File: config.mk
export PLATFORM = sky130hd
export DESIGN_NAME = sum_pipe_arbiter
export DESIGN_NICKNAME = d
export VERILOG_FILES = /design/src/rtl/sum_pipe_arbiter.sv
export SDC_FILE = /design/constraint.sdc
export NUM_CORES = 1
export LEC_CHECK = 0
export CAP_MARGIN = 20
export CORE_MARGIN = 2
export CORE_UTILIZATION = 40
export DETAILED_ROUTE_END_ITERATION = 6
export DONT_BUFFER_PORTS = 1
export GPL_ROUTABILITY_DRIVEN = 0
export GPL_TIMING_DRIVEN = 0
export SLEW_MARGIN = 20
export SYNTH_ARGS = -nofsm -noshare
export SYNTH_HDL_FRONTEND = slang
export SYNTH_SLANG_ARGS = --single-unit
File: constraint.sdc
create_clock -name clk -period 3.46 [get_ports clk]
set_input_delay 1.038 -clock clk [delete_from_list [all_inputs] [get_ports clk]]
set_output_delay 1.038 -clock clk [all_outputs]
set_load 0.01 [all_outputs]
File: src/rtl/sum_pipe_arbiter.sv
// Round-robin arbiter sharing one externally pipelined adder between two
// requesters, with tag-based result routing and a hold/drain handshake.
module sum_pipe_arbiter #(
  parameter int WIDTH   = 4,
  parameter int LATENCY = 2,
  parameter int COUNT_W = 8
) (
  input  logic               clk,
  input  logic               reset_L,
  input  logic               req0_valid,
  input  logic [WIDTH-1:0]   req0_a,
  input  logic [WIDTH-1:0]   req0_b,
  output logic               req0_ready,
  input  logic               req1_valid,
  input  logic [WIDTH-1:0]   req1_a,
  input  logic [WIDTH-1:0]   req1_b,
  output logic               req1_ready,
  output logic               rsp0_valid,
  output logic [WIDTH-1:0]   rsp0_sum,
  output logic               rsp1_valid,
  output logic [WIDTH-1:0]   rsp1_sum,
  output logic [WIDTH-1:0]   pipe_dataA,
  output logic [WIDTH-1:0]   pipe_dataB,
  input  logic [WIDTH-1:0]   pipe_sum,
  input  logic               hold_req,
  output logic               hold_ack,
  output logic [COUNT_W-1:0] issue_count
);

  typedef enum logic [1:0] {RUN, DRAIN, HOLD} state_t;

  state_t             state_q, state_d;
  logic               rr_last_q, rr_last_d;
  logic [WIDTH-1:0]   data_a_q, data_a_d;
  logic [WIDTH-1:0]   data_b_q, data_b_d;
  logic [LATENCY:0]   tag_vld_q, tag_vld_d;
  logic [LATENCY:0]   tag_id_q, tag_id_d;
  logic               rsp0_valid_q, rsp0_valid_d;
  logic               rsp1_valid_q, rsp1_valid_d;
  logic [WIDTH-1:0]   rsp0_sum_q, rsp0_sum_d;
  logic [WIDTH-1:0]   rsp1_sum_q, rsp1_sum_d;
  logic [COUNT_W-1:0] issue_count_q, issue_count_d;
  logic               can_grant, grant0, grant1, grant_any;

  // Arbitration and issue: grants are gated the same cycle hold_req rises.
  always_comb begin
    can_grant = (state_q == RUN) && !hold_req;
    grant0    = can_grant && req0_valid && (!req1_valid || rr_last_q);
    grant1    = can_grant && req1_valid && (!req0_valid || !rr_last_q);
    grant_any = grant0 || grant1;

    rr_last_d = rr_last_q;
    data_a_d  = '0;
    data_b_d  = '0;
    if (grant0) begin
      rr_last_d = 1'b0;
      data_a_d  = req0_a;
      data_b_d  = req0_b;
    end else if (grant1) begin
      rr_last_d = 1'b1;
      data_a_d  = req1_a;
      data_b_d  = req1_b;
    end

    tag_vld_d     = {tag_vld_q[LATENCY-1:0], grant_any};
    tag_id_d      = {tag_id_q[LATENCY-1:0], grant1};
    issue_count_d = issue_count_q + {{(COUNT_W-1){1'b0}}, grant_any};

    // Tag stage LATENCY lines up with the adder output on pipe_sum.
    rsp0_valid_d = tag_vld_q[LATENCY] && !tag_id_q[LATENCY];
    rsp1_valid_d = tag_vld_q[LATENCY] &&  tag_id_q[LATENCY];
    rsp0_sum_d   = rsp0_valid_d ? pipe_sum : rsp0_sum_q;
    rsp1_sum_d   = rsp1_valid_d ? pipe_sum : rsp1_sum_q;
  end

  always_comb begin
    state_d = state_q;
    case (state_q)
      RUN:     if (hold_req) state_d = DRAIN;
      DRAIN:   if (!hold_req) state_d = RUN;
               else if (tag_vld_q == '0) state_d = HOLD;
      HOLD:    if (!hold_req) state_d = RUN;
      default: state_d = RUN;
    endcase
  end

  always_ff @(posedge clk or negedge reset_L) begin
    if (!reset_L) begin
      state_q       <= RUN;
      rr_last_q     <= 1'b1;
      data_a_q      <= '0;
      data_b_q      <= '0;
      tag_vld_q     <= '0;
      tag_id_q      <= '0;
      rsp0_valid_q  <= 1'b0;
      rsp1_valid_q  <= 1'b0;
      rsp0_sum_q    <= '0;
      rsp1_sum_q    <= '0;
      issue_count_q <= '0;
    end else begin
      state_q       <= state_d;
      rr_last_q     <= rr_last_d;
      data_a_q      <= data_a_d;
      data_b_q      <= data_b_d;
      tag_vld_q     <= tag_vld_d;
      tag_id_q      <= tag_id_d;
      rsp0_valid_q  <= rsp0_valid_d;
      rsp1_valid_q  <= rsp1_valid_d;
      rsp0_sum_q    <= rsp0_sum_d;
      rsp1_sum_q    <= rsp1_sum_d;
      issue_count_q <= issue_count_d;
    end
  end

  assign req0_ready  = grant0;
  assign req1_ready  = grant1;
  assign pipe_dataA  = data_a_q;
  assign pipe_dataB  = data_b_q;
  assign rsp0_valid  = rsp0_valid_q;
  assign rsp1_valid  = rsp1_valid_q;
  assign rsp0_sum    = rsp0_sum_q;
  assign rsp1_sum    = rsp1_sum_q;
  assign hold_ack    = (state_q == HOLD);
  assign issue_count = issue_count_q;

endmodule

Yosys cells after proc, flatten, opt, wreduce, memory -nomap -nowiden
Cells that the tools add are included.
{ "word_totals": {"wordCells": 47, "regBits": 35, "out_inout_bits": 29, "in_bits": 25} }
{ "classes": {"eq_ne": 5, "reduce_logical": 19, "mux": 11, "addsub": 1} }
{ "op_table": {"columns": ["operator", "n"], "rows": [
  ["two-way mux 4 bit", 4],
  ["adder 8 x 1 -> 8 bit", 1],
  ["two-way mux 2 bit", 4],
  ["logical AND 1 bit", 7],
  ["one-hot mux 2 bit (3 select lines)", 1],
  ["logical NOT 1 bit", 5],
  ["!= test 2 bit, second input constant", 2],
  ["logical NOT 3 bit", 1],
  ["logical OR 1 bit", 3],
  ["!= test 3 bit, second input constant", 1],
  ["AND reduction 3 bit", 1],
  ["== test 2 x 1 -> 1 bit, second input constant", 1],
  ["== test 2 bit, second input constant", 1],
  ["logical NOT 2 bit", 1],
  ["two-way mux 1 bit", 2],
  ["nonzero test 2 bit", 1]
]} }

Longest topological paths before layout
{ "depth": {"word_depth": 6, "ltp_mapped": 7, "mapped_depth_nobuf": 7} }

Least setup slack after synthesis
Ideal clock, no wire load.
{ "synth_path": {"kind": "input -> output", "from": "input port hold_req", "to": "output port req1_ready", "required_time_ns": 2.422, "n_path_buf": 1, "slack_ns": 0.892, "cell_stages": 3, "arrival_ns": 1.530, "cell_sequence": "nor3_2 > and3_2 > buf_6"} }
{ "synth_via": {"elab_chain_cells": 4} }
{ "synth_lines": {"columns": ["item", "line", "source"], "rows": [
  ["start, declared", "25", "input logic hold_req,"],
  ["logical NOT 1 bit", null, null],
  ["logical AND 1 bit", "47", "can_grant = (state_q == RUN) && !hold_req;"],
  ["logical AND 1 bit (2 in series)", "49", "grant1 = can_grant && req1_valid && (!req0_valid || !rr_last_q);"],
  ["end, declared", "17", "output logic req1_ready,"]
]} }
Every way passes these cells.

Worst setup path in the final report
Same ends and word-level chain as after synthesis.

==> impl_metrics.env <==
export IMPL_grt_max_degree=36
export IMPL_top_level_ports=54
export IMPL_holdBufCountCts=0
export IMPL_hpwl_mm=1.485
export IMPL_path_delay_family="simple AND/OR/NAND/NOR gates"
export IMPL_cellPowerDensity_nw_per_um2=746.7
export IMPL_crit_chain="nor3_2 -> and3_2 -> buf_6"
export IMPL_area_delta_synth_final_pct=9.438
export IMPL_synthMuxAreaShare=0.06864
export IMPL_crit_type="primary input to primary output"
export IMPL_finalCritPeriodShare=0.7770
export IMPL_synth_xor_xnor_area_share=0.04671
export IMPL_ir_drop_mv=0.3577
export IMPL_synth_top_family_by_area="simple AND/OR/NAND/NOR gates"
export IMPL_port_buffer_count=0
export IMPL_htree_levels=2
export IMPL_cap_violations=0
export IMPL_avgSynthCellArea_um2=14.91
export IMPL_drive_above_1_share=0.2083
export IMPL_wirelength_mm=1.994
export IMPL_hp_class="flip-flop to flip-flop"
export IMPL_cts_tree="built"
export IMPL_cp_buffers_inverters=1
export IMPL_wl_per_cell_um=14.24
export IMPL_seq_area_frac_synth=0.6683
export IMPL_synth_compound_area_share=0.07340
export IMPL_worst_pin_slew_ns=0.2972
export IMPL_post_cts_buffers=0
export IMPL_insertion_delay_ns=0.32
export IMPL_drv_slew=0
export IMPL_clk_transition_reported_paths_ns=0.09
export IMPL_cts_resized=0
export IMPL_fp_dieH_um=61.28
export IMPL_cp_slowest_cell="nor3_2"
export IMPL_yosysUniqueCellTypes=28
export IMPL_initial_utilization=0.4264
export IMPL_stdcell_count=140
export IMPL_skew_ns=0.002462
export IMPL_min_period_ns=2.689
export IMPL_crit_path_max_fanout=11
export IMPL_hold_viol_final=0
export IMPL_setup_viol=0
export IMPL_grt_pass1_wl_mm=3.146
export IMPL_synth_fa_ha_area_frac=0.01907
export IMPL_dieArea_um2=3755
export IMPL_root_buffer="clkbuf_4"
export IMPL_num_vias=708
export IMPL_worstSetupEndpointType="primary output"
export IMPL_gr_total_overflow=0
export IMPL_die_w_um=61.28
export IMPL_dp_cells=132
export IMPL_ys_seq_elements=35
export IMPL_dr_pass1_iters=2
export IMPL_layout_common_cells="34 x dfrtp_1, 8 x a22o_1, 6 x xnor2_1, 5 x clkbuf_4"
export IMPL_grt_pass1_vias=737
export IMPL_coreArea_um2=3078
export IMPL_syn_num_nets=115
export IMPL_syn_area_um2=1313
export IMPL_slowest_delay_ns=0.23
export IMPL_row_count=20
export IMPL_fmax_ghz=0.3719
export IMPL_nets=122
export IMPL_relSlewSlack=0.8011
export IMPL_drc=0
export IMPL_diodes=0
export IMPL_rsz0062_at_grt="false"
export IMPL_drtIter0Drc=9
export IMPL_worstPathRequired_ns=2.42
export IMPL_synth_warnings=0
export IMPL_ant_nets=0
export IMPL_cts_buffer_depth=2
export IMPL_pre_cts_ws_ns=0.7596
export IMPL_routed_via_density=5.057
export IMPL_setup_tns_final_ns=0
export IMPL_cts_made_buffers=5
export IMPL_cts_sinks=35
export IMPL_layout_setup_ws_ns=0.7714
export IMPL_critPathArrivalTime_ns=1.65
export IMPL_synth_simple_area_share=0.09152
export IMPL_grt_util_all_layers=0.1256
export IMPL_final_common_cell="dfrtp_1"
export IMPL_grt_antenna_before_repair=0
export IMPL_power_leakage_nw=0.6796
export IMPL_cp_start_kind="primary input"
export IMPL_synthCells=88
export IMPL_outcome="finished, final reports clean"
[worst paths after layout]
| path | start | endpoint | slack, ns | cells past startpoint |
|---|---|---|---|---|
| min reg2reg | tag_id_q[0]$_DFF_PN0_ | tag_id_q[1]$_DFF_PN0_ | 0.36 | 0 |
| max | hold_req | req1_ready | 0.77 | 3 |
| max reg2reg | state_q[0]$_DFFE_PN0P_ | issue_count[7]$_DFF_PN0_ | 1.70 | 7 |
| max in group asynchronous | reset_L | rr_last_q$_DFFE_PN1N_ | 2.89 | 0 |
| min in group asynchronous | reset_L | pipe_dataB[2]$_DFF_PN0_ | 0.39 | 0 |
| min | tag_id_q[0]$_DFF_PN0_ | tag_id_q[1]$_DFF_PN0_ | 0.36 | 0 |
[logic make-up after synthesis]
family,after synthesis
DFF,35
and+or+nand+nor,19
AOI/OAI and AO/OA,11
muxes,8
xor gates and xnor gates,7
buffers and inverters,6
adders and majority gates,2
[per-layer routing]
metal | part of all wire | up-vias | GRT usage
met1 | 0.37 | 340 | 0.1252
met4 | 0.019 | 0 | 0.06522
met5 | 0 | - | 0
li1 | - | 319 | -
met3 | 0.13 | 5 | 0.08824
met2 | 0.48 | 44 | 0.1960
[cell usage after synthesis, drive strengths merged]
| cell type | count | area [um2] |
|---|---|---|
| ha | 2 | 25.02 |
| nand3 | 3 | 15.01 |
| o311a | 1 | 11.26 |
| nor4 | 1 | 6.260 |
| and3 | 4 | 31.28 |
| buf | 3 | 31.27 |
| mux2 | 8 | 90.08 |
| or2 | 1 | 6.260 |
| nor2b | 1 | 6.260 |
| a22o | 8 | 70.07 |
| nand4 | 1 | 6.260 |
| xnor2 | 6 | 52.55 |
| dfrtp | 34 | 850.8 |
| dfstp | 1 | 26.28 |
| nand2 | 4 | 15.01 |
| nor2 | 1 | 3.750 |
| inv | 3 | 11.26 |
| o21bai | 1 | 7.510 |
| nor3 | 1 | 10.01 |
| o21a | 1 | 7.510 |
| nand2b | 2 | 20.02 |
| xor2 | 1 | 8.760 |
[through the flow]
step	total power, mW	hold slack (ns)	util	instance area [um2]
final	1.073	0.3564	0.4667	1436
after global routing	1.151	0.3529	0.4667	1436
after CTS	1.098	0.3539	0.4667	1436
after detailed placement	0.8504	0.3347	0.4443	1368
after global placement	0.8339	0.3322	0.4443	1368
after floorplan	0.7989	0.3312	-	1313
[power breakdown]
part / switching [mW] / total (mW) / internal [mW]
Sequential: 0.137 / 0.668 / 0.531
Combinational: 0.0631 / 0.162 / 0.0989
Clock: 0.123 / 0.242 / 0.120
Total: 0.323 / 1.07 / 0.749
[state kept, by name, indices dropped and copies added (netlist names)]
signal,cells
issue_count,8
pipe_dataA,4
pipe_dataB,4
rsp0_sum,4
rsp1_sum,4
tag_id_q,3
tag_vld_q,3
state_q,2
rr_last_q,1
rsp0_valid,1
rsp1_valid,1
[cell type report]
type / instances / area [um2]
clock buffers: 8 / 68.82
well taps: 44 / 55.05
plain buffers: 3 / 31.28
fillers: 282 / 1642
multi-input cells: 47 / 392.9
inverters: 3 / 11.26
flip-flops and latches: 35 / 877.1
Power figures use the tool's default switching activity.
